==> src/rtl/m_shiftseq_pkg.sv <==
// Shared definitions for the midgetv serial-shift sequencer: FSM encodings and
// the byte-lane alignment constant.
package m_shiftseq_pkg;

    typedef enum logic [1:0] {
        S_IDLE  = 2'b00,
        S_SHIFT = 2'b01,
        S_DONE  = 2'b10
    } state_t;

    // A byte offset becomes a shift count of boff*8, i.e. boff << 3.
    localparam int BYTE_SHIFT = 3;

    localparam int CNTW_DEFAULT = 5;

endpackage

==> src/rtl/m_shiftseq_cnt.sv <==
// Shift-amount down counter with load/decrement/clear and is-one/is-zero
// detection feeding the shift FSM.
module m_shiftseq_cnt
    import m_shiftseq_pkg::*;
#(
    parameter int CNTW = CNTW_DEFAULT
) (
    input  logic            clk,
    input  logic            rst,
    input  logic            clr,
    input  logic            load,
    input  logic            dec,
    input  logic [CNTW-1:0] load_val,
    output logic [CNTW-1:0] cnt,
    output logic            is_one,
    output logic            is_zero
);

    // Clear wins over load, load wins over decrement.
    always_ff @(posedge clk) begin
        if (rst || clr) begin
            cnt <= '0;
        end else if (load) begin
            cnt <= load_val;
        end else if (dec) begin
            cnt <= cnt - CNTW'(1);
        end
    end

    assign is_one  = (cnt == CNTW'(1));
    assign is_zero = (cnt == '0);

endmodule

==> src/rtl/m_shiftseq.sv <==
// Serial-shift sequencer: accepts a shift request, issues exactly N single-bit
// shift enables, then pulses done. All outputs decode registered state only.
module m_shiftseq
    import m_shiftseq_pkg::*;
#(
    parameter int CNTW = CNTW_DEFAULT
) (
    input  logic            clk,
    input  logic            rst,
    input  logic            start,
    input  logic            bytemode,
    input  logic [CNTW-1:0] shamt,
    input  logic [1:0]      boff,
    input  logic            dir_in,
    input  logic            arith_in,
    input  logic            abort,
    output logic            ready,
    output logic            sh_en,
    output logic            sh_dir,
    output logic            sh_arith,
    output logic            lastshift,
    output logic            done,
    output logic            r_issh0_not,
    output logic [CNTW-1:0] dbg_cnt
);

    // Handshake: a request is taken on a clock edge where start=1 and ready=1
    // and abort=0; otherwise it is dropped and the requester must retry.

    state_t          state;
    state_t          state_nxt;
    logic            cnt_clr;
    logic            cnt_load;
    logic            cnt_dec;
    logic [CNTW-1:0] cnt;
    logic            cnt_one;
    logic            cnt_zero;
    logic [CNTW-1:0] load_val;
    logic            load_zero;
    logic            accept;

    assign load_val  = bytemode ? (CNTW'(boff) << BYTE_SHIFT) : shamt;
    assign load_zero = (load_val == '0);
    assign accept    = (state == S_IDLE) && start && !abort;

    m_shiftseq_cnt #(
        .CNTW (CNTW)
    ) u_cnt (
        .clk      (clk),
        .rst      (rst),
        .clr      (cnt_clr),
        .load     (cnt_load),
        .dec      (cnt_dec),
        .load_val (load_val),
        .cnt      (cnt),
        .is_one   (cnt_one),
        .is_zero  (cnt_zero)
    );

    always_ff @(posedge clk) begin
        if (rst) begin
            state <= S_IDLE;
        end else begin
            state <= state_nxt;
        end
    end

    always_comb begin
        state_nxt = state;
        cnt_clr   = 1'b0;
        cnt_load  = 1'b0;
        cnt_dec   = 1'b0;
        case (state)
            S_IDLE: begin
                if (abort) begin
                    cnt_clr = 1'b1;
                end else if (start) begin
                    cnt_load  = 1'b1;
                    state_nxt = load_zero ? S_DONE : S_SHIFT;
                end
            end
            S_SHIFT: begin
                if (abort) begin
                    cnt_clr   = 1'b1;
                    state_nxt = S_IDLE;
                end else begin
                    // The zero guard keeps the counter from ever wrapping.
                    cnt_dec = !cnt_zero;
                    if (cnt_one || cnt_zero) begin
                        state_nxt = S_DONE;
                    end
                end
            end
            S_DONE: begin
                cnt_clr   = abort;
                state_nxt = S_IDLE;
            end
            default: begin
                cnt_clr   = 1'b1;
                state_nxt = S_IDLE;
            end
        endcase
    end

    // Direction, arithmetic flag and zero-shift flag hold until the next accept.
    always_ff @(posedge clk) begin
        if (rst) begin
            sh_dir      <= 1'b0;
            sh_arith    <= 1'b0;
            r_issh0_not <= 1'b1;
        end else if (accept) begin
            sh_dir      <= dir_in;
            sh_arith    <= arith_in & dir_in;
            r_issh0_not <= !load_zero;
        end
    end

    assign ready     = (state == S_IDLE);
    assign sh_en     = (state == S_SHIFT);
    assign lastshift = (state == S_SHIFT) && cnt_one;
    assign done      = (state == S_DONE);
    assign dbg_cnt   = cnt;

endmodule

==> config.mk <==
export PLATFORM = sky130hd
export DESIGN_NAME = m_shiftseq
export DESIGN_NICKNAME = d
export VERILOG_FILES = /design/src/rtl/m_shiftseq_pkg.sv /design/src/rtl/m_shiftseq_cnt.sv /design/src/rtl/m_shiftseq.sv
export SDC_FILE = /design/constraint.sdc
export NUM_CORES = 1
export LEC_CHECK = 0
export CORE_AREA = 2 2 45 47
export DETAILED_ROUTE_END_ITERATION = 6
export DIE_AREA = 0 0 47 49
export PLACE_DENSITY_LB_ADDON = 0.12
export SLEW_MARGIN = 15
export SYNTH_ARGS = -nofsm -noshare
export SYNTH_HDL_FRONTEND = slang
export SYNTH_SLANG_ARGS = --single-unit
==> constraint.sdc <==
create_clock -name clk -period 1.65 [get_ports clk]
set_clock_uncertainty 0.05 [all_clocks]
set_input_delay 0.4125 -clock clk [delete_from_list [all_inputs] [get_ports clk]]
set_output_delay 0.4125 -clock clk [all_outputs]
set_load 0.02 [all_outputs]
* Yosys cells after proc, flatten, opt, wreduce, memory -nomap -nowiden *
Cells that the tools add are included.

operators by class
  add/sub/neg operators = 1
  divide/modulo/power cells = 0
  bitwise gates (word level) = 1
  reduce and logical (&&, ||, !) cells = 14
  muxes and demuxes = 16
  $lt $le $gt $ge = 0
  eq/ne operators = 6
  $mul = 0
  shift operators = 0

operators with widths
  kind                 number
  $mux 5               3
  $logic_not 5->1      2
  $mux 2               5
  $mux 1               6
  $eq 5x1->1 const B   1
  $sub 5x1->5 const B  1
  $ne 2x2->1 const B   2
  $pmux 2 s2           1
  $logic_and 1x1->1    3
  $logic_not 1->1      3
  $ne 3x2->1 const B   1
  $reduce_and 3->1     1
  $eq 2x1->1 const B   1
  $eq 2x2->1 const B   1
  $logic_not 2->1      1
  $logic_or 1x1->1     2
  $pmux 1 s2           1
  $reduce_bool 2->1    1
  $reduce_or 2->1      1
  $and 1x1->1          1

word-level totals
  bits of input ports = 14
  output and inout bits = 12
  ROM bits = 0
  memory bits (writable) = 0
  memories kept = 0
  bits in latches = 0
  flip-flop bits (word level) = 10
  logic and storage cells = 43

* Longest topological paths before layout *
  depth after elaboration = 6
  mapped depth = 5
  gate-level depth less buffers = 5

* Hierarchy *
From an unflattened synthesis, not the netlist that was laid out.

second synthesis, totals
  cell total of the unflattened synthesis = 71
  area, all modules = 605.6 um^2

by module, submodules not included
  module          seq. area each (um^2)  area an instance (um^2)  times used  cells each
  m_shiftseq      100.1                  327.8                    1           38
  m_shiftseq_cnt  100.1                  277.8                    1           33

* Worst setup path before layout *
Ideal clock, no wire load.

  kind = reg2reg
  from = register u_cnt.cnt[0]
  to = register u_cnt.cnt[2]
  library setup time = 0.116 ns
  period minus slack after synthesis = 1.878 ns
  path slack = -0.228 ns
  path buffers = 0
  data required time = 1.484 ns
  arrival = 1.711 ns
  cell stages (with the launch flop) = 6
  path through = dfxtp_1 inv_1 ha_1 or4b_1 a311o_1 and4_1

on the way
  word-level cells in the longest chain between the ends = 5
  elaborated cells between the ends (all ways) = 8
  those cells by class = add/sub: 1; mux: 4; reduce/logical: 3

RTL lines
  element                                                              RTL line              source
  start: declaration                                                   m_shiftseq_cnt.sv:14  output logic [CNTW-1:0] cnt,
  start signal: assignment                                             m_shiftseq_cnt.sv:24  cnt <= load_val;
  start signal: assignment                                             m_shiftseq_cnt.sv:26  cnt <= cnt - CNTW'(1);
  parallel branches: the longest is 5 deep, another holds $sub 5x1->5  -

Several ways; the timed one is not identified. The select of a mux whose other input is x is not followed.
A chain may end at the register's enable or synchronous reset.

* Worst setup path in the final report *
  from = input shamt[4]
  to = register state[1]

on the way
  word-level cells in the longest chain between the ends = 6

RTL lines
  element                 RTL line          source
  start: declaration      m_shiftseq.sv:12  input logic [CNTW-1:0] shamt,
  $mux 5                  m_shiftseq.sv:42  assign load_val = bytemode ? (CNTW'(boff) << BYTE_SHIFT) : shamt;
  $logic_not 5->1         m_shiftseq.sv:43  assign load_zero = (load_val == '0);
  $mux 2                  m_shiftseq.sv:79  state_nxt = load_zero ? S_DONE : S_SHIFT;
  $mux 2                  m_shiftseq.sv:77  end else if (start) begin
  $mux 2                  m_shiftseq.sv:75  if (abort) begin
  $pmux 2 s2              m_shiftseq.sv:73  case (state)
  end signal: assignment  m_shiftseq.sv:64  state <= state_nxt;
  end: declaration        m_shiftseq.sv:30  state_t state;

Every way passes these cells. The select of a mux whose other input is x is not followed.

==> out/qor.yml <==
crit_fanout: 2
instances_no_fill: 163
cts_sinks: 10
rsz0062_at_grt: "yes"
synth_top_family_by_area: "simple AND/OR/NAND/NOR gates"
final_cell_mix: "buf_4, dlygate4sd2_1, clkdlybuf4s50_1, dfxtp_1"
die_area_um2: 2300
hold_violations: 0
seq_area_um2: 210
critPathLaunchType: "input pin"
final_util_pct: 68.3
slowest_stage: "or4_4"
numPortBuffers: 25
drt_iter0_markers: 15
first_global_vias: 794
numCtsBuffers: 3
synth_xor_xnor_area_share_pct: 0
routedWlPerCell_um: 13.4
worst_pin_slew_ps: 319
synth_warnings: 0
placed_cells: 156
cts-root-buf: "clkbuf_4"
powerDensity_nw_per_um2: 536
coreArea_um2: 1840
drv_slew: 0
synth_flop_cell: "dfxtp_1"
yosys.area_share.adder_pct: 3.91
rows: 16
synth_fp_nets: 92
synthMuxAreaShare_pct: 1.76
grt.overflow.total: 0
post-route-period-util_pct: 98.6
final_common_cell: "buf_4"
routed_via_density: 5.16
grt_antenna_before_repair: 0
dp_hpwl_mm: 1.61
cts_tree: "built"
max_freq_mhz: 615
clk_pin_slew_ps: 70
synth-simple-area-share_pct: 32.9
ys_async_sr_fraction_pct: 0
placed_area_um2: 1180
place.gp.congestion: 0.799
yosysUniqueCellTypes: 35
fp.dieH_um: 49
cts_buffer_depth: 2
total_leakage_power_uw: 0.000585
vias: 841
syn2layout_area_growth_pct: 96.9
multiInputGateArea_um2: 474
floorplan.initialDensity_pct: 34.7
grt_use_total_pct: 21.5
critPathRequiredTime_ps: 1810
design_area_um2: 1260
antenna_cells: 0
ir_worst_vdd_mv: 0.361
worstPathArrival_ps: 1790
cp-end-kind: "flip-flop"
synth.yosys.seq_area_share_pct: 31.3
netlist_area_um2: 639
finalSetupViolations: 0
drive_gt1_share_pct: 44.1
outcome: "finished, final reports clean"
syn_avg_cell_area_um2: 8.41
nFillCells: 164
ios: 26
h-tree-depth: 1
antenna_left: 0
period_needed_ps: 1630
grt_max_degree: 9
route.detailed.drc: 0
relSlewSlack_pct: 78.7
routed_wl_mm: 2.19
worstSkewPairLatency_ps: 280
synth_compound_area_share_pct: 25.8
nNetsFinal: 153
fp.dieW_um: 47
drv_cap: 0
firstDrtPassIters: 4
ys_seq_elements: 10
hold_class: "reg2reg"
synth-edff-count: 0
worstSetupPathType: "in2reg"
crit_path_max_incr_delay_ps: 490
synth_cells: 76
grt_pass1_wl_mm: 3.59
worstPathCellList: "clkdlybuf4s50_1 -> or4_4 -> o21ai_0 -> a32o_1"
## worst max-delay path: cells and delay by family
family	cells	cell delay (ps)
and+or+nand+nor	1	490
AOI/OAI and AO/OA	2	470
buffers and inverters	1	420
## state kept, by name, indices dropped and copies added (netlist names)
name and flops:
sh_dir 1, u_cnt.cnt 5, state 2, sh_arith 1, r_issh0_not 1
## synth_stat cells, drive strengths merged (3+ instances only)
cell type / count / share of area (%)
nor2b: 3 / 2.9
a211oi: 4 / 4.7
a21oi: 5 / 3.9
o21ai: 4 / 3.1
nand2: 4 / 2.3
dfxtp: 10 / 31
inv: 4 / 2.3
nand3: 5 / 3.9
nor2: 3 / 1.8
## power by group
part / leakage [uW] / total (uW) / internal, uW / switching, uW
logic: 0.000486 / 228 / 130 / 97.9
registers: 0.0000839 / 255 / 249 / 6.34
clock network: 0.0000150 / 192 / 93.9 / 98.3
total: 0.000585 / 675 / 472 / 203
## cells by family after synthesis
group	after synthesis
AND/OR/NAND/NOR	32
AO/OA/AOI/OAI	24
flip-flops	10
buffers and inverters	7
adder cells (fa/ha/maj)	2
multiplexers	1
## through the flow
step                      setup slack, ps  power, uW  setup TNS (ps)  hold slack (ps)
final                                23.7        675               0              405
after CTS                           -98.0        674            -228              409
after floorplan                      14.6        343               0              480
after detailed placement             -433        470           -3940              401
after global routing                -20.0        708           -20.0              452
after global placement               -398        467           -3680              392
## repair_timing
item | in CTS | in global routing
hold buffers | 0 | 0
resized for setup | 26 | 13
pin swaps | 8 | 9
setup buffers | 4 | 1
endpoints found under the setup margin | 22 | 12
## final timing paths
check	depth (start not counted)	slack, ps	endpoint	startpoint
worst max-delay path	4	20	state[1]	shamt[4]
worst min-delay path	2	410	sh_arith	sh_arith
worst max register to register	5	50	u_cnt.cnt[3]	u_cnt.cnt[4]
worst min register to register	2	410	sh_arith	sh_arith
## layer usage
layer  vias up  GRT usage, %  wire (um)
met4         0          6.94         38
met1       392          30.0        956
li1        419             -          -
met5         -             0          0
met2        24          33.1       1100
met3         6          3.70         86
## layout make-up
| type | count | area share, % |
|---|---|---|
| Timing Repair Buffer | 59 | 39.3 |
| Sequential cell | 10 | 16.7 |
| Clock buffer | 4 | 2.09 |
| Inverter | 4 | 1.59 |
| Multi-Input combinational cell | 59 | 37.7 |
| Tap cell | 27 | 2.68 |
Note: power is estimated with default switching activity, not from simulation.
